**config.mk**
```make
export PLATFORM = sky130hd
export DESIGN_NAME = audio_time_counter
export DESIGN_NICKNAME = d
export VERILOG_FILES = /design/src/rtl/audio_time_counter.sv
export SDC_FILE = /design/constraint.sdc
export NUM_CORES = 1
export LEC_CHECK = 0
export CORE_MARGIN = 2
export CORE_UTILIZATION = 55
export DETAILED_ROUTE_END_ITERATION = 10
export HOLD_SLACK_MARGIN = 0.05
export MAX_ROUTING_LAYER = met4
export PLACE_DENSITY_LB_ADDON = 0.25
export RECOVER_POWER = 100
export SLEW_MARGIN = 20
export SYNTH_ARGS = -nofsm -noshare
export SYNTH_HDL_FRONTEND = slang
export SYNTH_SLANG_ARGS = --single-unit
```
**constraint.sdc**
```tcl
create_clock -name i_clk -period 8.15 [get_ports i_clk]
set_input_delay 1.63 -clock i_clk [delete_from_list [all_inputs] [get_ports i_clk]]
set_output_delay 1.63 -clock i_clk [all_outputs]
set_load 0.05 [all_outputs]
```
**src/rtl/audio_time_counter.sv**
```systemverilog
// ============================================================================
// Module      : audio_time_counter
// Description : Elapsed-seconds counter for record/playback with speed scaling
//               and saturation at MAX_SEC.
// Revision    : 1.0 - initial release
// ============================================================================
`default_nettype none

module audio_time_counter #(
    parameter int TICKS_PER_SEC = 12000000,
    parameter int MAX_SEC       = 32
) (
    input  logic       i_clk,
    input  logic       i_rst_n,
    input  logic       i_start,
    input  logic       i_pause,
    input  logic       i_stop,
    input  logic       i_fast,
    input  logic [2:0] i_speed,
    output logic [5:0] o_sec,
    output logic       o_running,
    output logic       o_done,
    output logic [1:0] o_state
);

    localparam int c_ACC_W = $clog2(TICKS_PER_SEC * 8 + 8);

    localparam logic [1:0] c_IDLE   = 2'd0;
    localparam logic [1:0] c_RUN    = 2'd1;
    localparam logic [1:0] c_PAUSED = 2'd2;
    localparam logic [1:0] c_DONE   = 2'd3;

    localparam logic [c_ACC_W-1:0] c_TPS = c_ACC_W'(TICKS_PER_SEC);
    localparam logic [5:0]         c_MAX = 6'(MAX_SEC);

    logic [1:0]         r_state;
    logic [5:0]         r_sec;
    logic [c_ACC_W-1:0] r_acc;
    logic               r_done;
    logic               r_running;

    logic [1:0]         w_state_nxt;
    logic [5:0]         w_sec_nxt;
    logic [c_ACC_W-1:0] w_acc_nxt;
    logic               w_done_nxt;

    logic [3:0]         w_speed1;
    logic [c_ACC_W-1:0] w_speed_ext;
    logic [c_ACC_W-1:0] w_inc;
    logic [c_ACC_W-1:0] w_thr;
    logic [c_ACC_W-1:0] w_sum;
    logic [5:0]         w_sec_inc;

    // Fast mode adds more per cycle; slow mode stretches the threshold instead.
    assign w_speed1    = {1'b0, i_speed} + 4'd1;
    assign w_speed_ext = c_ACC_W'(w_speed1);
    assign w_inc       = i_fast ? w_speed_ext : c_ACC_W'(1);
    assign w_thr       = i_fast ? c_TPS : c_TPS * w_speed_ext;
    assign w_sum       = r_acc + w_inc;
    assign w_sec_inc   = r_sec + 6'd1;

    always_comb begin
        w_state_nxt = r_state;
        w_sec_nxt   = r_sec;
        w_acc_nxt   = r_acc;
        w_done_nxt  = 1'b0;
        case (r_state)
            c_IDLE: begin
                if (!i_stop && !i_pause && i_start) begin
                    w_state_nxt = c_RUN;
                    w_sec_nxt   = 6'd0;
                    w_acc_nxt   = '0;
                end
            end
            c_RUN: begin
                if (i_stop) begin
                    w_state_nxt = c_IDLE;
                    w_sec_nxt   = 6'd0;
                    w_acc_nxt   = '0;
                end else if (i_pause) begin
                    w_state_nxt = c_PAUSED;
                end else if (w_sum >= w_thr) begin
                    // Fractional remainder is dropped at each rollover.
                    w_acc_nxt = '0;
                    w_sec_nxt = w_sec_inc;
                    if (w_sec_inc == c_MAX) begin
                        w_state_nxt = c_DONE;
                        w_done_nxt  = 1'b1;
                    end
                end else begin
                    w_acc_nxt = w_sum;
                end
            end
            c_PAUSED: begin
                if (i_stop) begin
                    w_state_nxt = c_IDLE;
                    w_sec_nxt   = 6'd0;
                    w_acc_nxt   = '0;
                end else if (!i_pause && i_start) begin
                    w_state_nxt = c_RUN;
                end
            end
            default: begin
                if (i_stop) begin
                    w_state_nxt = c_IDLE;
                    w_sec_nxt   = 6'd0;
                    w_acc_nxt   = '0;
                end else if (i_start) begin
                    w_state_nxt = c_RUN;
                    w_sec_nxt   = 6'd0;
                    w_acc_nxt   = '0;
                end
            end
        endcase
    end

    always_ff @(posedge i_clk or negedge i_rst_n) begin
        if (!i_rst_n) begin
            r_state   <= c_IDLE;
            r_sec     <= 6'd0;
            r_acc     <= '0;
            r_done    <= 1'b0;
            r_running <= 1'b0;
        end else begin
            r_state   <= w_state_nxt;
            r_sec     <= w_sec_nxt;
            r_acc     <= w_acc_nxt;
            r_done    <= w_done_nxt;
            r_running <= (w_state_nxt == c_RUN);
        end
    end

    assign o_sec     = r_sec;
    assign o_running = r_running;
    assign o_done    = r_done;
    assign o_state   = r_state;

endmodule

`default_nettype wire

```
==> summary.txt, run 1 <==
Layout
  – Nets: 555
  – ANT cells: 0
  – Share of layout cells above drive strength 1: 0.0486
  – Layout area overhead: 10.6%
  – Final Non-Filler Cells: ~600
  – Fin util: 0.626

STA
  – Final setup viols: 0
  – Final period demand of the worst path: 7.57 ns
  – Clock skew: approximately 0.012 ns
  – Setup TNS: 0 ns
  – RSZ-0062 raised after global routing: no
  – Slew Viols, Final: 38
  – Final period util: 0.929
  – Slew @ Worst Pin: 2.06 ns
  – Slew margin rel.: -0.370
  – Fin. Hold Viols: 0
  – Final WS setup: 0.581 ns
  – Fmax: 0.132 GHz

Clock tree
  – Clk Latency, worst-skew pair: 0.30 ns
  – Hold buffers post-CTS: 0
  – CTS resizes: 0
  – Clock-pin slew on the worst setup and hold paths: about 0.080 ns
  – Postcts setup bufs: 0
  – Cts bufs inserted: 5
  – Longest Clk Path Bufs: 2
  – # H-tree levels: 2
  – TritonCTS clock tree: yes
  – CTS Sinks: 37
  – Root Buffer: clkbuf_8

Floorplan
  – Starting Density: 0.566
  – IO Pins: 19
  – Die area: 0.00768 mm2
  – Core outline area: between 0.006 and 0.007 mm2
  – Cell row count: 30
  – Die Height: around 88 um
  – DIE WIDTH: approximately 88 um

Synth
  – Fraction of registers with async set/reset: 1.00
  – Most frequent cells after synthesis: 63 x nand2_1, 49 x ha_1, 37 x dfrtp_1
  – Dominant cells by area after synthesis: dfrtp_1 24%, ha_1 16%, nand2_1 6.2%
  – Post-synthesis sequential area ratio: 0.241
  – FF+latch count, synth: 37
  – Distinct cells, synth: 60
  – Most common cell in the synthesized netlist: nand2_1
  – Cells after Synth: 476
  – Post-synth top area cell: dfrtp_1
  – Number of synthesized flops with an enable pin: 0
  – Post-Syn Nets: 538
  – Yosys top cell area share: 0.241
  – Syn_area_per_cell: 8.08 um2
  – Yosys warns: 0
  – Synth Flop Type: dfrtp_1
  – Syn Std Cell Area: 0.00384 mm2

Setup path
  – Worst-path maximum fanout: 14
  – Crit end category: flop
  – Crit start category: primary input
  – Critical path origin: i_speed[0]
  – Critical R2R Launch: r_acc[0]
  – Worst Path Required: roughly 8.3 ns
  – Crit path capture: o_sec[5]
  – RR Endpoint: r_acc[2]
  – FF-to-FF setup slack: roughly 3.3 ns
  – Reg2reg path depth: 19
  – Crit path arrival time: a little under 8 ns
  – Setup CP Type: primary input to flop

Route
  – Initial DRC count: between 200 and 300
  – # DRC: 0
  – Final wirelength: 9.14 mm
  – Routed Antenna Nets: 0
  – DR WL/cell: 15.5 um
  – Average vias per placed instance: 6.13
  – Pre-antenna DRT Iters: 6
  – Vias: 3,616

Run status
  – Failing checks: capacitance limit, slew limit
  – Status: finished, violations left

Place
  – Total placed cells including tap cells: 582
  – HPWL after DPL: approximately 7.0 mm
  – RD Place Congestion: 0.960
  – Pre-CTS setup slack: 0.345 ns
  – Port Buffers: 18

GRT
  – First-pass GRT wire length: between 15 and 20 mm
  – GRT overflow: 0
  – Initial antenna violation count: 0
  – GRT Overall Usage: 0.255
  – Met2 Use GR: 0.394
  – M1 GR Usage: 0.364
  – Vias in the first global route: between 3,000 and 4,000
  – GR peak layer: met2
  – GRT met3 Usage: 0.0311
  – Largest net degree at the start of global routing: between 40 and 50

Pwr
  – Total power: roughly 0.56 mW
  – Max IR drop VDD: 0.128 mV
  – Static Leak: 1.97 nW
  – Pwr dens: 132 mW/mm2

Job
  – Max Cap Viol: 1

Hold path
  – Worst hold path class: flop to flop
[cell families (layout without fill, tap and decap cells)]
kind of cell,count (synthesis),in the layout,share of synthesized area
flip-flops,37,37,0.241
XOR/XNOR,34,34,0.0774
multiplexers,1,1,0.00293
AND/OR/NAND/NOR,183,183,0.237
buffers and inverters,51,69,0.0517
AO/OA/AOI/OAI,117,117,0.210
adder cells (fa/ha/maj),53,53,0.180
[worst min path at each step]
stage	startpoint	to	slack, ns	depth (start not counted)
2_1_floorplan	r_acc[2]	r_acc[2]	0.46	2
3_3_place_gp	r_acc[2]	r_acc[2]	0.48	2
3_5_place_dp	r_acc[2]	r_acc[2]	0.50	2
4_1_cts	r_acc[2]	r_acc[2]	0.52	2
5_1_grt	r_acc[1]	r_acc[1]	0.54	2
6_report	r_acc[3]	r_acc[3]	0.52	2
[placed cells by master (no fill, tap or decap), types with 5 or more instances in the layout]
master / n
a21o_1: 6
a21oi_1: 22
a22oi_1: 5
a31oi_1: 12
and3_1: 13
buf_4: 8
clkbuf_8: 5
clkdlybuf4s50_1: 5
dfrtp_1: 37
dlygate4sd3_1: 12
ha_1: 49
inv_1: 35
nand2_1: 64
nand3_1: 26
nand4_1: 9
nor2_1: 27
nor2b_1: 5
nor3_1: 7
o21ai_0: 14
o22ai_1: 9
o31ai_1: 15
or3_1: 5
xnor2_1: 20
xor2_1: 14
[where the power goes]
part	internal, mW	switching (mW)
sequential	0.185	0.00153
clock	0.0920	0.0752
combinational	0.0834	0.126
total	0.360	0.202
[critical path: stages]
cell and delay [ns]:
dlygate4sd3_1 0.61, ha_1 0.24, xor2_1 0.44, ha_1 0.36, xor2_1 0.18, ha_1 0.19
or2_2 0.31, ha_1 0.33, and4_1 0.21, a311oi_1 0.12, a211oi_1 0.44, a31oi_1 0.20
o21ai_0 0.23, xor2_1 0.16, nand2_1 0.07, ha_1 0.29, nand4_1 0.16, a211oi_1 0.26
nand3_1 0.11, nor3_1 0.20, a31oi_1 0.16, buf_4 0.21, or4_1 0.40, a31o_1 0.22
[metrics by stage]
| step | hold slack, ns | cell area, um2 |
|---|---|---|
| final | 0.524 | 4250 |
| after global routing | 0.545 | 4250 |
| after CTS | 0.520 | 4260 |
| after detailed placement | 0.504 | 4150 |
| after global placement | 0.480 | 4150 |
| after floorplan | 0.455 | 3840 |
[layout make-up]
type / count / area (um2)
tap: 96 / 120
multi-input combinational: 388 / 2730
fill: 569 / 2540
sequential: 37 / 926
clock inverter: 2 / 38.8
clock buffer: 6 / 72.6
timing repair buffer: 26 / 234
inverter: 35 / 131
[registers in the layout, summed over array words and instances, names as in the netlist]
register	cells
o_running	1
o_state	2
o_done	1
o_sec	6
r_acc	27
[per-layer routing]
layer	part of all wire	routed length [um]
met2	0.46	4230
met3	0.044	400
met5	0	0
met4	0.013	116
met1	0.48	4380
Note: power is estimated with default switching activity, not from simulation.
==> inputs of run 2 (changes only) <==
CORE_MARGIN = 10   (was 2)
CORE_UTILIZATION = 40   (was 55)
TNS_END_PERCENT = 100   (was unset)
==> summary.txt, run 2 (synthesized netlist as in run 1, its figures left out) <==
Floorplan
  – IO Pins: 19
  – Die Height: 118 um
  – Cell row count: 35
  – Starting Density: 0.414
  – Die area: 0.0139 mm2
  – Core outline area: 0.00928 mm2
  – DIE WIDTH: 118 um

Route
  – Routed Antenna Nets: 0
  – # DRC: 0
  – DR WL/cell: 15.6 um
  – Initial DRC count: 265
  – Final wirelength: ~9.7 mm
  – Average vias per placed instance: 5.69
  – Pre-antenna DRT Iters: 5
  – Vias: 3,542

Hold path
  – Hold Path Cell Cnt: 2
  – Worst hold path class: flop to flop

Pwr
  – Switch share: 0.371
  – Clock share of power: 0.248
  – Sequential Power Share: 0.348
  – Int Pwr: between 0.3 and 0.4 mW
  – Max IR drop VDD: 0.0838 mV
  – Sw Pwr: approximately 0.20 mW
  – Static Leak: 1.97 nW
  – Combinational share of power: 0.404
  – Pwr dens: 125 mW/mm2

Clock tree
  – Root Buffer: clkbuf_8
  – CTS Sinks: 37
  – Cts bufs inserted: 5
  – Longest Clk Path Bufs: 2
  – # H-tree levels: 2
  – TritonCTS clock tree: yes
  – Clock-pin slew on the worst setup and hold paths: 0.07 ns
  – Clk Latency, worst-skew pair: 0.29 ns

STA
  – Final setup viols: 0
  – Fmax: roughly 0.13 GHz
  – Slew margin rel.: -0.374
  – Setup TNS: 0 ns
  – Final period util: 0.931
  – Clock skew: 0.00650 ns
  – Fin. Hold Viols: 0
  – Final period demand of the worst path: 7.59 ns
  – Slew Viols, Final: 38
  – Slew @ Worst Pin: 2.06 ns
  – RSZ-0062 raised after global routing: no

Layout
  – Share of layout cells above drive strength 1: 0.0526
  – Layout area overhead: 11.7%
  – Final Non-Filler Cells: just over 600
  – Most common cell after layout, fill and taps aside: nand2_1
  – Max reg flops: 27
  – Top reg by flops: r_acc
  – Most frequent cells in the layout: 64 x nand2_1, 49 x ha_1, 37 x dfrtp_1, 35 x inv_1, 27 x nor2_1
  – Nets: 556
  – ANT cells: 0

GRT
  – Initial antenna violation count: 0
  – GRT Overall Usage: 0.141
  – GRT overflow: 0
  – Vias in the first global route: about 3,400
  – First-pass GRT wire length: around 17 mm
  – Largest net degree at the start of global routing: 49

Setup path
  – Worst Path Required: 8.33 ns
  – Critical path's largest stage delay: 0.55 ns
  – Reg2reg path depth: 16
  – Crit end category: flop
  – Crit. path cell count: 24
  – Setup CP Type: primary input to flop
  – Crit start category: primary input
  – Crit path arrival time: 7.77 ns
  – Crit-path slowest cell: dlygate4sd3_1
  – Most used cell, CP: ha_1
  – CP delay by family, top: compound AO/OA/AOI/OAI gates
  – Crit-path cells: dlygate4sd3_1 -> inv_1 -> ha_1 -> inv_1 -> ha_1 -> xor2_1 -> ha_1 -> or2_2 -> ha_1 -> and4_1 -> a311oi_1 -> a211oi_1 -> a31oi_1 -> o21ai_0 -> xor2_1 -> nand2_1 -> ha_1 -> nand4_1 -> a211oi_1 -> nand3_1 -> nor3_1 -> a31oi_4 -> or4_1 -> a31o_1
  – Worst-path maximum fanout: 18
  – CP bufs+invs: 3

Place
  – HPWL after DPL: 7.62 mm
  – Port Buffers: 18
  – RD Place Congestion: 0.918
  – Total placed cells including tap cells: 616

Run status
  – Failing checks: capacitance limit, slew limit
  – Status: finished, violations left

Job
  – Max Cap Viol: 1
-- run 2: cell types whose count changed in the layout (fill, tap and decap cells not counted) --
cell / before / now
clkbuf_1: 2 / 1
a31oi_1: 12 / 11
buf_4: 8 / 9
clkinv_4: 1 / 0
bufinv_16: 1 / 0
o21ai_0: 14 / 15
o21ai_1: 4 / 3
clkinvlp_4: 0 / 1
clkbuf_8: 5 / 6
a31oi_4: 0 / 1
-- run 2: cell type report --
cell class                      count  area, um2
Tap cell                          129        161
Sequential cell                    37        926
Inverter                           35        131
Multi-Input combinational cell    388       2740
Fill cell                         948       4990
Clock inverter                      1       7.51
Timing Repair Buffer               27        241
Clock buffer                        6       82.6
-- run 2: metrics by stage --
stage	utilization	cell area, um2	worst slack, ns	total power [mW]	hold slack, ns
2_1_floorplan	-	3840	1.36	0.344	0.455
3_3_place_gp	0.452	4200	0.384	0.400	0.474
3_5_place_dp	0.452	4200	0.230	0.404	0.483
4_1_cts	0.462	4290	0.520	0.539	0.498
5_1_grt	0.463	4290	0.113	0.571	0.516
6_report	0.463	4290	0.564	0.535	0.498
-- run 2: power by group through the flow --
stage | clock (mW) | sequential (mW) | combinational [mW]
global route | 0.142 | 0.187 | 0.242
floorplan | 0 | 0.192 | 0.152
global placement | 0 | 0.190 | 0.210
CTS | 0.137 | 0.187 | 0.216
detailed placement | 0 | 0.190 | 0.214
finish | 0.133 | 0.187 | 0.216
-- run 2: worst reg2reg max path, stage by stage (launching register included) --
cell      delay (ns)
dfrtp_1         0.35
ha_1            0.17
inv_1           0.06
fa_1            0.40
nand2b_1        0.24
a21o_1          0.25
nor4_2          0.65
nand4_1         0.27
xnor2_1         0.20
ha_1            0.30
nand4_1         0.18
a211oi_1        0.27
nand3_1         0.10
nor3_1          0.33
a31oi_4         0.26
or4_1           0.47
a31o_1          0.23
-- run 2: worst paths after layout --
path,start,endpoint,slack (ns)
max,i_speed[0],o_sec[5],0.56
min,r_acc[2],r_acc[2],0.50
max reg2reg,r_acc[0],o_sec[5],3.31
min reg2reg,r_acc[2],r_acc[2],0.50
max in group asynchronous,i_rst_n,r_acc[0],5.04
min in group asynchronous,i_rst_n,o_sec[4],1.92
-- run 2: timing repair --
action,CTS,global route
hold buffers,0,0
endpoints found under the setup margin,0,1
resized for setup,0,1
buffers inserted,0,0
-- run 2: routing by layer --
metal  part of all wire  GRT usage  wire length (um)  vias to the layer above
met2               0.47      0.223              4570                       90
met4              0.010     0.0232                99                        0
met3              0.042     0.0158               407                       13
met5                  0          -                 0                        -
li1                   -          -                 -                     1771
met1               0.48      0.191              4650                     1668
==> inputs of run 3 (changes only) <==
CELL_PAD_IN_SITES_DETAIL_PLACEMENT = 1   (was unset)
CELL_PAD_IN_SITES_GLOBAL_PLACEMENT = 1   (was unset)
==> summary.txt, run 3 (synthesized netlist as in run 1, its figures left out) <==
STA
  – Fin. Hold Viols: 0
  – Final WS setup: approximately 0.5 ns
  – Slew @ Worst Pin: roughly 2.2 ns
  – Fmax: 0.131 GHz
  – Setup TNS: 0 ns
  – Slew Viols, Final: 38
  – Final period util: 0.938
  – Final setup viols: 0
  – Slew margin rel.: -0.469
  – RSZ-0062 raised after global routing: no
  – Clock skew: roughly 0.014 ns
  – Final period demand of the worst path: 7.64 ns

Route
  – Vias: 3,600
  – DR WL/cell: about 18 um
  – Final wirelength: ~11 mm
  – Initial DRC count: 131
  – Routed Antenna Nets: 0
  – # DRC: 0
  – Pre-antenna DRT Iters: 4
  – Average vias per placed instance: 5.76

Clock tree
  – Clk Latency, worst-skew pair: 0.31 ns
  – Hold buffers post-CTS: 0
  – CTS Sinks: 37
  – CTS resizes: 0
  – Cts bufs inserted: 5
  – # H-tree levels: 2
  – Root Buffer: clkbuf_8
  – Postcts setup bufs: 0
  – TritonCTS clock tree: yes
  – Longest Clk Path Bufs: 2
  – Clock-pin slew on the worst setup and hold paths: 0.09 ns

Place
  – Total placed cells including tap cells: 617
  – Port Buffers: 18
  – Pre-CTS setup slack: 0.219 ns
  – RD Place Congestion: 0.959
  – HPWL after DPL: 8.67 mm

Floorplan
  – Die Height: ~120 um
  – DIE WIDTH: 118 um
  – Core outline area: 0.00928 mm2
  – IO Pins: 19
  – Cell row count: 35
  – Die area: 0.0139 mm2
  – Starting Density: 0.414

Pwr
  – Combinational share of power: 0.376
  – Static Leak: between 1.5 and 2 nW
  – Max IR drop VDD: 0.0627 mV
  – Sequential Power Share: 0.326
  – Clock share of power: 0.297
  – Pwr dens: 133 mW/mm2
  – Switch share: 0.369
  – Sw Pwr: 0.211 mW
  – Total power: 0.572 mW
  – Int Pwr: 0.361 mW

GRT
  – Largest net degree at the start of global routing: 49
  – Initial antenna violation count: 0
  – Vias in the first global route: 3,761
  – First-pass GRT wire length: 18.9 mm
  – GRT overflow: 0
  – GRT Overall Usage: 0.162

Run status
  – Status: finished, violations left
  – Failing checks: capacitance limit, slew limit

Setup path
  – Worst Path Required: between 8 and 9 ns
  – Crit end category: flop
  – Worst-path maximum fanout: 14
  – FF-to-FF setup slack: just over 3 ns
  – Crit start category: primary input
  – Crit path arrival time: between 7 and 8 ns
  – Setup CP Type: primary input to flop

Layout
  – Final Non-Filler Cells: 625
  – Nets: 557
  – Most common cell after layout, fill and taps aside: nand2_1
  – ANT cells: 0
  – Fillers: 1,157
  – Max reg flops: 27
  – Top reg by flops: r_acc
  – Layout area overhead: 12.1%
  – Share of layout cells above drive strength 1: 0.0544
  – Sequential Area: 926 um2
  – Multi-input logic area: 0.00274 mm2
  – Fin util: 0.464
  – Most frequent cells in the layout: 64 x nand2_1, 49 x ha_1, 37 x dfrtp_1, 35 x inv_1, 27 x nor2_1

Hold path
  – Worst hold path class: flop to flop

Job
  – Max Cap Viol: 1
[run 3: power by group through the flow]
stage | clock (mW) | sequential (mW) | combinational (mW)
final | 0.170 | 0.187 | 0.215
after CTS | 0.174 | 0.187 | 0.216
after global routing | 0.182 | 0.187 | 0.241
after floorplan | 0 | 0.192 | 0.152
after global placement | 0 | 0.190 | 0.210
after detailed placement | 0 | 0.190 | 0.214
[run 3: final timing paths]
kind | cells after the start | to | start
setup / recovery | 25 | r_acc[7] | i_speed[0]
min in group asynchronous | 1 | o_done | i_rst_n
hold reg to reg | 2 | r_acc[2] | r_acc[2]
max in group asynchronous | 1 | r_acc[9] | i_rst_n
hold / removal | 2 | r_acc[2] | r_acc[2]
setup reg to reg | 19 | r_acc[7] | r_acc[0]
[run 3: routing by layer]
layer | track usage | vias up | part of all wire
li1 | - | 1775 | -
met1 | 0.210 | 1787 | 0.49
met2 | 0.269 | 32 | 0.49
met3 | 0.0230 | 6 | 0.020
met4 | 0.0224 | 0 | 0.0050
met5 | - | - | 0
[run 3: stage by stage]
step	area, um2	hold slack [ns]
2_1_floorplan	3840	0.455
3_3_place_gp	4210	0.473
3_5_place_dp	4210	0.475
4_1_cts	4320	0.496
5_1_grt	4310	0.541
6_report	4310	0.494
[run 3: layout make-up]
class	count	share of cell area
clock inverter	2	0.00900
multi-input combinational	388	0.634
tap	129	0.0374
clock buffer	6	0.0168
sequential	37	0.215
timing repair buffer	28	0.0572
inverter	35	0.0305
[run 3: worst max-delay path, cell delays in order]
cell and delay [ns]:
clkdlybuf4s50_1 0.48, inv_1 0.12, ha_1 0.40, inv_1 0.15
ha_1 0.26, xor2_1 0.19, ha_1 0.19, or2_2 0.32
ha_1 0.34, a21oi_1 0.10, o211ai_1 0.28, nand3_1 0.16
a31oi_1 0.28, o21ai_1 0.14, nor4_1 0.28, a311oi_1 0.10
ha_1 0.32, a21o_1 0.18, a21o_1 0.16, a21oi_1 0.22
o211ai_1 0.19, a31oi_2 0.42, buf_4 0.25, nand3b_2 0.32
o41ai_1 0.36
==> edit (config.mk and constraints of run 1) <==
Add an input register stage for `i_start`, `i_pause`, `i_stop`, `i_fast` and `i_speed`, with the module's reset; this delays them by one clock.
--- a/src/rtl/audio_time_counter.sv
+++ b/src/rtl/audio_time_counter.sv
@@ -33,6 +33,28 @@
     localparam logic [c_ACC_W-1:0] c_TPS = c_ACC_W'(TICKS_PER_SEC);
     localparam logic [5:0]         c_MAX = 6'(MAX_SEC);
 
+    logic i_start_q;
+    logic i_pause_q;
+    logic i_stop_q;
+    logic i_fast_q;
+    logic [2:0] i_speed_q;
+
+    always_ff @(posedge i_clk or negedge i_rst_n) begin
+        if (!i_rst_n) begin
+            i_start_q <= '0;
+            i_pause_q <= '0;
+            i_stop_q  <= '0;
+            i_fast_q  <= '0;
+            i_speed_q <= '0;
+        end else begin
+            i_start_q <= i_start;
+            i_pause_q <= i_pause;
+            i_stop_q  <= i_stop;
+            i_fast_q  <= i_fast;
+            i_speed_q <= i_speed;
+        end
+    end
+
     logic [1:0]         r_state;
     logic [5:0]         r_sec;
     logic [c_ACC_W-1:0] r_acc;
@@ -52,10 +74,10 @@
     logic [5:0]         w_sec_inc;
 
     // Fast mode adds more per cycle; slow mode stretches the threshold instead.
-    assign w_speed1    = {1'b0, i_speed} + 4'd1;
+    assign w_speed1    = {1'b0, i_speed_q} + 4'd1;
     assign w_speed_ext = c_ACC_W'(w_speed1);
-    assign w_inc       = i_fast ? w_speed_ext : c_ACC_W'(1);
-    assign w_thr       = i_fast ? c_TPS : c_TPS * w_speed_ext;
+    assign w_inc       = i_fast_q ? w_speed_ext : c_ACC_W'(1);
+    assign w_thr       = i_fast_q ? c_TPS : c_TPS * w_speed_ext;
     assign w_sum       = r_acc + w_inc;
     assign w_sec_inc   = r_sec + 6'd1;
 
@@ -66,18 +88,18 @@
         w_done_nxt  = 1'b0;
         case (r_state)
             c_IDLE: begin
-                if (!i_stop && !i_pause && i_start) begin
+                if (!i_stop_q && !i_pause_q && i_start_q) begin
                     w_state_nxt = c_RUN;
                     w_sec_nxt   = 6'd0;
                     w_acc_nxt   = '0;
                 end
             end
             c_RUN: begin
-                if (i_stop) begin
+                if (i_stop_q) begin
                     w_state_nxt = c_IDLE;
                     w_sec_nxt   = 6'd0;
                     w_acc_nxt   = '0;
-                end else if (i_pause) begin
+                end else if (i_pause_q) begin
                     w_state_nxt = c_PAUSED;
                 end else if (w_sum >= w_thr) begin
                     // Fractional remainder is dropped at each rollover.
@@ -92,20 +114,20 @@
                 end
             end
             c_PAUSED: begin
-                if (i_stop) begin
+                if (i_stop_q) begin
                     w_state_nxt = c_IDLE;
                     w_sec_nxt   = 6'd0;
                     w_acc_nxt   = '0;
-                end else if (!i_pause && i_start) begin
+                end else if (!i_pause_q && i_start_q) begin
                     w_state_nxt = c_RUN;
                 end
             end
             default: begin
-                if (i_stop) begin
+                if (i_stop_q) begin
                     w_state_nxt = c_IDLE;
                     w_sec_nxt   = 6'd0;
                     w_acc_nxt   = '0;
-                end else if (i_start) begin
+                end else if (i_start_q) begin
                     w_state_nxt = c_RUN;
                     w_sec_nxt   = 6'd0;
                     w_acc_nxt   = '0;
Function: changed (a bounded check fails within 4 cycles, from zero or initial values and one cycle with i_rst_n low).
==> edit against run 1 <==
Wire length decreased by 1.4%. Register-to-register slack got worse by 2.3 ns. Cell area increased by 0.24%. Worst setup slack improved by 0.46 ns. Critical path type is now reg -> reg. Power decreased by 0.73%. The flow still finishes with violations (max-capacitance violations, max-slew violations). Largest cell class unchanged. Clock power decreased by 22%. First-iteration DRC count decreased by 13%. Synthesized area increased by 2.6%. Clock skew decreased by 0.0047 ns. Highest routed layer unchanged. Sequential cell count increased by 7. Combinational power decreased by 4%.
==> edit: results (changes against run 1) <==
worst clock skew - 0.00686 ns (-0.00465 ns)
ranking of synthesized cells by area - dfrtp_1, ha_1, nand2_1
reg2reg setup slack - 1.04 ns (-2.30 ns)
Net Count, Synth - 525 (-2.4%)
worst slack at placement - 1.46 ns (+1.12 ns)
CP Launch Point - i_speed_q[0]$_DFF_PN0_
relative slew slack - -0.575 (-0.205)
Lkg Pwr - 2.05 nW (+4.2%)
Critical Path Fanout Max - 19 (+5)
Routability Congestion - 0.917 (-4.4%)
reg2reg start - i_speed_q[0]$_DFF_PN0_
peak supply drop - 80.3 µV (-37%)
Vias - 3,466 (-4.1%)
layout cell share with drive strength beyond 1 - 0.0378 (-0.0108)
Total GRT Usage - 0.250 (-0.00543)
drt wl/cell - 15.7 µm (+1.7%)
worst hold start - r_acc[2]$_DFFE_PN0P_
Synth warnings - 0 (unchanged)
first-pass GRT wire length - 15.1 mm (-1.8%)
max_cap viols - 1 (unchanged)
CP Data Arrival Time - 7.34 ns (-0.42 ns)
worst r2r dst - r_acc[26]$_DFFE_PN0P_
status - complete, but fails checks
failing checks - max-capacitance violations, max-slew violations
largest net degree at the start of global routing - 45 (-8.2%)
kind of critical path - reg -> reg
commonest cells in the synthesized netlist - nand2_1, ha_1, dfrtp_1, nor2_1, o21ai_0
DPL Wire Length - 7.05 mm (+0.87%)
worst-case hold path end point - r_acc[2]$_DFFE_PN0P_
vias in the first global route - 3,272 (-0.061%)
P_sw - 0.199 mW (-1.9%)
reg2reg path depth - 24 (+5)
register area share after synthesis - 0.279 (+0.0384)
Final #Nets - 538 (-3.1%)
Synth cell types - 57 (-5.0%)
Pins Over Slew Limit - 45 (+18%)
Iteration-0 DRC Markers - 220 (-13%)
FILL cells - 594 (+4.4%)
## edit: critical path, cell delays in order, from the launching register on
cell and delay, ns:
dfrtp_1 0.50, inv_1 0.19, ha_1 0.42, inv_1 0.15, ha_1 0.25, xor2_1 0.18, ha_1 0.18, or2_2 0.31
ha_1 0.35, a41oi_1 0.19, o21ai_0 0.26, a21oi_1 0.14, o41ai_1 0.64, a31oi_1 0.23, a21oi_1 0.21, or3_1 0.12
nand3_1 0.07, ha_1 0.31, a21o_1 0.16, a21oi_1 0.24, nand4_1 0.18, a41oi_1 0.29, o21ai_1 0.49, nor2_1 0.75
a22o_1 0.25
## edit: cell type report
class                           instances  area [µm²]  share of cell area
Clock buffer                            5        68.8              0.0161
Multi-Input combinational cell        385        2700               0.633
Timing Repair Buffer                   19         181              0.0426
Sequential cell                        44        1100               0.258
Clock inverter                          2        12.5             0.00294
Inverter                               21        78.8              0.0185
Tap cell                               96         120              0.0282
## edit: through the flow
step	hold WS (ns)	instance area, µm²	utilization	power [mW]	std cells
2_1_floorplan	0.455	3940	-	0.382	463
3_3_place_gp	0.472	4200	0.611	0.427	565
3_5_place_dp	0.482	4200	0.611	0.431	565
4_1_cts	0.501	4280	0.623	0.564	572
5_1_grt	0.536	4260	0.620	0.598	572
6_report	0.497	4260	0.620	0.559	572
## edit: kinds of logic (layout without fill, tap and decap cells)
group / Yosys count / after routing / share of synthesized area
adder cells (fa/ha/maj): 53 / 53 / 0.176
AO/OA/AOI/OAI: 118 / 118 / 0.202
XOR/XNOR: 39 / 39 / 0.0866
multiplexers: 5 / 5 / 0.0130
flip-flops: 44 / 44 / 0.279
buffers and inverters: 34 / 47 / 0.0333
AND/OR/NAND/NOR: 170 / 170 / 0.210
## edit: metal layers
metal  up-vias  track usage  part of all wire
met1      1670        0.349              0.47
met3         8       0.0354             0.041
met4         0       0.0620             0.013
met2        90        0.381              0.47
met5         -            -                 0
li1       1698            -                 -
## edit: power groups by stage
| stage | clock [mW] | combinational [mW] | sequential [mW] |
|---|---|---|---|
| 5_1_grt | 0.146 | 0.226 | 0.227 |
| 2_1_floorplan | 0 | 0.151 | 0.231 |
| 3_5_place_dp | 0 | 0.201 | 0.230 |
| 3_3_place_gp | 0 | 0.197 | 0.230 |
| 4_1_cts | 0.136 | 0.202 | 0.226 |
| 6_report | 0.131 | 0.201 | 0.226 |
